==> config.mk <==
export PLATFORM = sky130hd
export DESIGN_NAME = multi_edge_detect
export DESIGN_NICKNAME = d
export VERILOG_FILES = /design/src/rtl/multi_edge_detect.sv
export SDC_FILE = /design/constraint.sdc
export NUM_CORES = 1
export LEC_CHECK = 0
export ABC_AREA = 0
export CAP_MARGIN = 0
export CORE_AREA = 2 2 70 89
export DETAILED_ROUTE_END_ITERATION = 8
export DIE_AREA = 0 0 72 91
export GPL_TIMING_DRIVEN = 0
export PLACE_DENSITY = 0.69
export SLEW_MARGIN = 20
export SYNTH_ARGS = -nofsm -noshare
export SYNTH_HDL_FRONTEND = slang
export SYNTH_SLANG_ARGS = --single-unit
==> constraint.sdc <==
create_clock -name clk -period 2.6 [get_ports clk]
set_input_delay 0.52 -clock clk [delete_from_list [all_inputs] [get_ports clk]]
set_output_delay 0.52 -clock clk [all_outputs]
set_load 0.03 [all_outputs]
==> src/rtl/multi_edge_detect.sv <==
// Multi-channel edge detector.
// Each asynchronous input channel passes through a synchroniser chain and then a
// "previous value" flop. Edge terms are formed between the two, filtered by the
// run-time mode, and gated by a warm-up flag. The result is registered as a
// one-cycle pulse. A per-channel sticky flag and a saturating edge counter update
// on the same clock edge as the pulse.
module multi_edge_detect #(
    parameter int WIDTH       = 4,
    parameter int SYNC_STAGES = 2,
    parameter int CNT_W       = 8
) (
    input  logic                   clk,
    input  logic                   rst,
    input  logic [WIDTH-1:0]       din,
    input  logic [1:0]             mode,
    input  logic [WIDTH-1:0]       clr,
    output logic [WIDTH-1:0]       pulse,
    output logic [WIDTH-1:0]       sticky,
    output logic [WIDTH*CNT_W-1:0] cnt,
    output logic                   any_edge
);

    typedef enum logic [1:0] {
        MODE_RISE = 2'b00,
        MODE_FALL = 2'b01,
        MODE_BOTH = 2'b10,
        MODE_OFF  = 2'b11
    } mode_e;

    // The warm-up counter counts 0..SYNC_STAGES. Detection is armed on the clock
    // after it reaches SYNC_STAGES, which is the (SYNC_STAGES+1)th clock out of reset.
    localparam int                 WARM_W    = $clog2(SYNC_STAGES + 1);
    localparam logic [WARM_W-1:0]  WARM_LAST = WARM_W'(SYNC_STAGES);
    localparam logic [CNT_W-1:0]   CNT_MAX   = {CNT_W{1'b1}};

    logic [WIDTH-1:0]       sync_q [SYNC_STAGES];
    logic [WIDTH-1:0]       prev_q;
    logic [WARM_W-1:0]      warm_q, warm_d;
    logic                   armed_q, armed_d;
    logic [WIDTH-1:0]       pulse_q, pulse_d;
    logic [WIDTH-1:0]       sticky_q, sticky_d;
    logic [WIDTH*CNT_W-1:0] cnt_q, cnt_d;
    logic                   any_q, any_d;
    logic [WIDTH-1:0]       rise_s, fall_s, sel_s;

    // Synchroniser chain and previous-value flop. These run even while not yet armed.
    always_ff @(posedge clk) begin
        if (rst) begin
            for (int k = 0; k < SYNC_STAGES; k++) begin
                sync_q[k] <= '0;
            end
            prev_q <= '0;
        end else begin
            sync_q[0] <= din;
            for (int k = 1; k < SYNC_STAGES; k++) begin
                sync_q[k] <= sync_q[k-1];
            end
            prev_q <= sync_q[SYNC_STAGES-1];
        end
    end

    // Warm-up sequencing: count clocks out of reset, then arm detection permanently.
    always_comb begin
        warm_d  = warm_q;
        armed_d = armed_q;
        if (!armed_q) begin
            if (warm_q == WARM_LAST) begin
                armed_d = 1'b1;
            end else begin
                warm_d = warm_q + 1'b1;
            end
        end else begin
            warm_d = warm_q;
        end
    end

    // Edge terms, mode selection and warm-up gating for the next pulse value.
    always_comb begin
        rise_s = sync_q[SYNC_STAGES-1] & ~prev_q;
        fall_s = ~sync_q[SYNC_STAGES-1] & prev_q;
        case (mode_e'(mode))
            MODE_RISE: sel_s = rise_s;
            MODE_FALL: sel_s = fall_s;
            MODE_BOTH: sel_s = rise_s | fall_s;
            MODE_OFF:  sel_s = '0;
            default:   sel_s = '0;
        endcase
        if (armed_q) begin
            pulse_d = sel_s;
        end else begin
            pulse_d = '0;
        end
        any_d = |pulse_d;
    end

    // Sticky flags and saturating counters. A clear wins over a simultaneous edge.
    always_comb begin
        sticky_d = sticky_q;
        cnt_d    = cnt_q;
        for (int i = 0; i < WIDTH; i++) begin
            if (clr[i]) begin
                sticky_d[i]              = 1'b0;
                cnt_d[i*CNT_W +: CNT_W]  = '0;
            end else if (pulse_d[i]) begin
                sticky_d[i] = 1'b1;
                if (cnt_q[i*CNT_W +: CNT_W] != CNT_MAX) begin
                    cnt_d[i*CNT_W +: CNT_W] = cnt_q[i*CNT_W +: CNT_W] + 1'b1;
                end else begin
                    cnt_d[i*CNT_W +: CNT_W] = cnt_q[i*CNT_W +: CNT_W];
                end
            end else begin
                sticky_d[i]             = sticky_q[i];
                cnt_d[i*CNT_W +: CNT_W] = cnt_q[i*CNT_W +: CNT_W];
            end
        end
    end

    // Registered state: warm-up, pulse, sticky, counters and the any-edge summary.
    always_ff @(posedge clk) begin
        if (rst) begin
            warm_q   <= '0;
            armed_q  <= 1'b0;
            pulse_q  <= '0;
            sticky_q <= '0;
            cnt_q    <= '0;
            any_q    <= 1'b0;
        end else begin
            warm_q   <= warm_d;
            armed_q  <= armed_d;
            pulse_q  <= pulse_d;
            sticky_q <= sticky_d;
            cnt_q    <= cnt_d;
            any_q    <= any_d;
        end
    end

    assign pulse    = pulse_q;
    assign sticky   = sticky_q;
    assign cnt      = cnt_q;
    assign any_edge = any_q;

endmodule
# --- Word level (Yosys, flattened, before mapping) ---
# Memories as Yosys holds them, arrays and structs flattened.
# Cells that the tools add are included.
word_totals:
  register_bits: 48
  ramBits: 8
  output_inout_bits: 41
  wordCells: 56
  n_memories: 1
mem_list:
  columns: ["name", "words", "width", "rd", "rd_clocked_by_memory_dff", "write_ports", "line", "source"]
  rows:
  - ["sync_q", 2, 4, 2, 0, 2, "36", "logic [WIDTH-1:0] sync_q [SYNC_STAGES];"]
op_classes:
  add_sub_neg: 5
  eq_ne: 8
  n_mux: 9
  bitwise: 9
  reduce_logical: 11
ops:
  columns: ["cell", "count"]
  rows:
  - ["8-bit by 1-bit adder with 8-bit output, second input constant", 4]
  - ["8-bit != test, second input constant", 4]
  - ["4-bit case mux with 4 select lines", 1]
  - ["4-bit 2-to-1 mux", 3]
  - ["2-bit AND reduction", 5]
  - ["4-bit bitwise AND", 2]
  - ["4-bit NOT", 2]
  - ["2-bit OR reduction", 4]
  - ["2-bit equality test, second input constant", 3]
  - ["1-bit 2-to-1 mux", 5]
  - ["4-bit OR", 1]
  - ["4-bit OR reduction", 1]
  - ["2-bit by 1-bit adder with 2-bit output, second input constant", 1]
  - ["2-bit by 1-bit equality test with 1-bit output, second input constant", 1]
  - ["2-bit zero test", 1]
  - ["1-bit NOT", 2]
  - ["1-bit OR", 2]

# --- Depth between registers and ports, before layout ---
logic_depth:
  depth_word: 6
  depth_mapped: 8
  ltp_nobuf: 7

# --- Least setup slack after synthesis ---
# No wires, ideal clock.
synth_timing:
  path_kind: "flip-flop to flip-flop"
  from: "register prev_q[1] (read register of sync_q)"
  to: "register cnt_q[12], in the netlist cnt[12]"
  setup_ns: 0.070
  arrival_time_ns: 1.816
  slack_ns: 0.714
  path_stages_with_launch: 9
  period_less_slack_ns: 1.886
  cell_sequence: "dfxtp_1 inv_1 ha_1 and2b_1 nor3_1 or2_1 clkbuf_2 or4_1 a21oi_1"
synth_via:
  elab_chain_cells: 6
  elab_cells_between_ends: 7
synth_rtl:
  columns: ["item", "line", "source"]
  rows:
  - ["start, declared", "37", "logic [WIDTH-1:0] prev_q;"]
  - ["4-bit NOT", "79", "rise_s = sync_q[SYNC_STAGES-1] & ~prev_q;"]
  - ["4-bit bitwise AND", "79", null]
  - ["4-bit OR", "84", "MODE_BOTH: sel_s = rise_s | fall_s;"]
  - ["4-bit case mux with 4 select lines (*)", "81", "case (mode_e'(mode))"]
  - ["4-bit 2-to-1 mux (*)", "88", "if (armed_q) begin"]
  - ["2-bit AND reduction (no source line) (*)", null, null]
  - ["end signal, assigned", "132", "cnt_q <= cnt_d;"]
  - ["end, declared", "42", "logic [WIDTH*CNT_W-1:0] cnt_q, cnt_d;"]
# Every way passes the cells marked *; elsewhere a longest branch is shown, timed or not.
# A chain may end at the register's enable or synchronous reset.

# --- Worst setup path after layout ---
layout_timing:
  from: "input port mode[1]"
  to: "register cnt_q[12], in the netlist cnt[12]"
layout_via:
  elab_chain_cells: 4
  elab_cells_between_ends: 7
layout_rtl:
  columns: ["item", "line", "source"]
  rows:
  - ["start, declared", "15", "input logic [1:0] mode,"]
  - ["2-bit equality test, or another cell as far along", "81", null]
  - ["4-bit case mux with 4 select lines (*)", "81", null]
  - ["4-bit 2-to-1 mux (*)", "88", null]
  - ["2-bit AND reduction (no source line) (*)", null, null]
# Marked as above.

==> key figures <==
Logic synthesis
  – Synth cell types: 39
  – Yosys reg bits: 56
  – Top post-synthesis cells by area: dfxtp_1, nor2_1, ha_1
  – Post-synth top area share: between 40% and 50%
  – Avg Cell Area, Syn: just under 9 µm²
  – Number of flops mapped to enable cells by yosys: 0
  – Synth Flop Type: dfxtp_1
  – Top-count cell post-synth: dfxtp_1
  – Netlist Area Pre-Place: approximately 0.0025 mm²
  – Post-Syn Nets: slightly above 300
  – Sequential-to-total area share from yosys stat: a little under half
  – Top cells by count, synth: dfxtp_1, nor2_1, xnor2_1
  – Synth Instances: 280
  – Ys async rst share: 0%
  – Cell taking the most area after synthesis: dfxtp_1
  – Number of synthesis warnings: 0

Floorplan
  – DIE HEIGHT: just over 90 µm
  – Initial Util: 43.0%
  – Core Area: between 0.005 and 0.006 mm²
  – Die width: approximately 70 µm
  – Io pins: 53
  – Die ar.: roughly 0.0066 mm²
  – FP Rows: 31

Global routing
  – Largest net degree at the start of global routing: 21
  – Vias in the first global route: approximately 1,800
  – GRT overflow: 0
  – Initial antenna violation count: 0
  – First-pass GRT wire length: 8270 µm
  – Overall Global Routing Usage: around 16%

Drt
  – Drt pass-1 iters: 4
  – Vias: ~2,000
  – DR vias/cell: a little over 5
  – Drt wl/cell: 11.9 µm
  – Initial DRC count: 59
  – Antenna viol nets, final: 0
  – Routed wire length: just under 5000 µm
  – DRC viols: 0

Timing
  – Hold Vio Cnt, Final: 0
  – Slew Limit Fails: 0
  – Min setup slack post-route: 0.433 ns
  – RSZ-0062 raised after global routing: false
  – WHS: between 0.4 and 0.5 ns
  – Max Clock Freq: approximately 460 MHz
  – Setup Total Neg Slack: 0 ns
  – Setup violations, final: 0
  – Fin crit share: ~83%
  – Final worst path period need: between 2 and 2.5 ns
  – Post-route clock skew: approximately 0.012 ns
  – Slew HR: between 50% and 60%
  – Worst slew pin tran: between 0.6 and 0.7 ns

Finish
  – Layout Nets: 364
  – Design Area, Final: about 0.0032 mm²
  – Area grow syn2layout: 28.6%
  – Share of cells above drive strength 1: 6.18%
  – Ant diodes: 0
  – Layout Utilization: a little under three fifths
  – Finished Layout Cells: roughly 410

Placement
  – Post-place setup slack: approximately 0.09 ns
  – Gpl congestion: around 0.73
  – Post-DP HPWL: 3590 µm
  – Placed cells: roughly 400
  – Dpl cell area: roughly 0.0031 mm²
  – Port-buffer cells: 52

Setup path
  – CP Data Arrival Time: 2.42 ns
  – WS Path Type: in2reg
  – Crit start category: primary input
  – Worst endpoint required time: approximately 2.9 ns
  – Max FO, Critical Path: 10
  – Critical path capture point type: flip-flop

Clock network
  – Post-CTS sizing: 0
  – Clock buffer depth: 2
  – Root buffer cell: clkbuf_8
  – CTS clk-pin slew, worst paths: approximately 0.10 ns
  – CTS Buf Count: 5
  – H-Tree Depth: 2
  – Post-CTS Setup Repair Bufs: 0
  – Cts hold-fix bufs: 0
  – CTS tree: yes
  – CTS Sinks: 56
  – Clk_lat worst skew: around 0.32 ns

Run status
  – Status: finished, final reports clean

Power
  – P_leak: 1.07 nW
  – Final Power: about 1.6 mW
  – Max VDD drop: 307 µV
  – Power Density: slightly above 500 mW/mm²

Job
  – Maxcap violations: 0

Worst hold path
  – Hold/Removal Path Class: reg2reg
-- critical path, stage by stage --
cell and delay, ns:
clkdlybuf4s50_1 0.53, buf_6 0.15, and2b_1 0.12, nor3_1 0.07
or2_1 0.24, clkbuf_2 0.15, or4_1 0.51, a21oi_1 0.14
-- registers in the layout, indices dropped and copies added, names as in the netlist --
name      flops
prev_q        4
sticky        4
cnt          32
any_edge      1
armed_q       1
warm_q        2
sync_q        8
pulse         4
-- power by group --
part           internal (mW)  switching [mW]
logic                 0.0812          0.0999
clock network          0.204           0.306
registers              0.890          0.0204
total                   1.18           0.426
-- kinds of logic after synthesis --
logic type / after synthesis / share of synthesized area [%]
XOR/XNOR: 18 / 6.43
adder cells (fa/ha/maj): 13 / 6.64
buffers and inverters: 27 / 4.59
AO/OA/AOI/OAI: 28 / 7.25
AND/OR/NAND/NOR: 135 / 28.1
multiplexers: 3 / 1.23
flip-flops: 56 / 45.7
-- cell type report --
type                    instances  area (µm²)
flip-flops and latches         56        1120
fillers                       547        2550
multi-input cells             197        1220
repair buffers                 52         520
plain buffers                  10        48.8
inverters                      17        63.8
clock buffers                   5        68.8
well taps                      66        82.6
clock inverters                 3        28.8
-- placed cells by master, fill, tap and decap left out, drive strengths merged, types with 3 or more instances in the layout --
cell	n
or2	8
mux2i	3
o21ai	4
and4b	3
clkdlybuf4s50	52
inv	20
nor3	16
and2b	3
a21oi	12
ha	13
a31oi	4
xnor2	18
nor4	7
nand4	4
nor2	45
nor2b	10
dfxtp	56
buf	6
a211oi	3
nor3b	3
nand3	10
nand2	17
clkbuf	9
-- worst paths after layout --
kind | startpoint | cells past startpoint | slack (ns) | to
max | mode[1] | 8 | 0.43 | cnt[12]$_SDFFE_PP0P_
min | sticky[2]$_SDFFE_PP0P_ | 2 | 0.45 | sticky[2]$_SDFFE_PP0P_
max reg2reg | prev_q[1]$_SDFF_PP0_ | 8 | 0.60 | cnt[12]$_SDFFE_PP0P_
min reg2reg | sticky[2]$_SDFFE_PP0P_ | 2 | 0.45 | sticky[2]$_SDFFE_PP0P_
-- per-layer routing --
layer	vias up	wire length, µm	global-route usage [%]
met3	8	171	2.77
li1	1074	-	-
met5	-	0	0
met1	934	2110	18.5
met2	30	2440	26.9
met4	0	93	7.23
(Power assumes the default switching activity.)
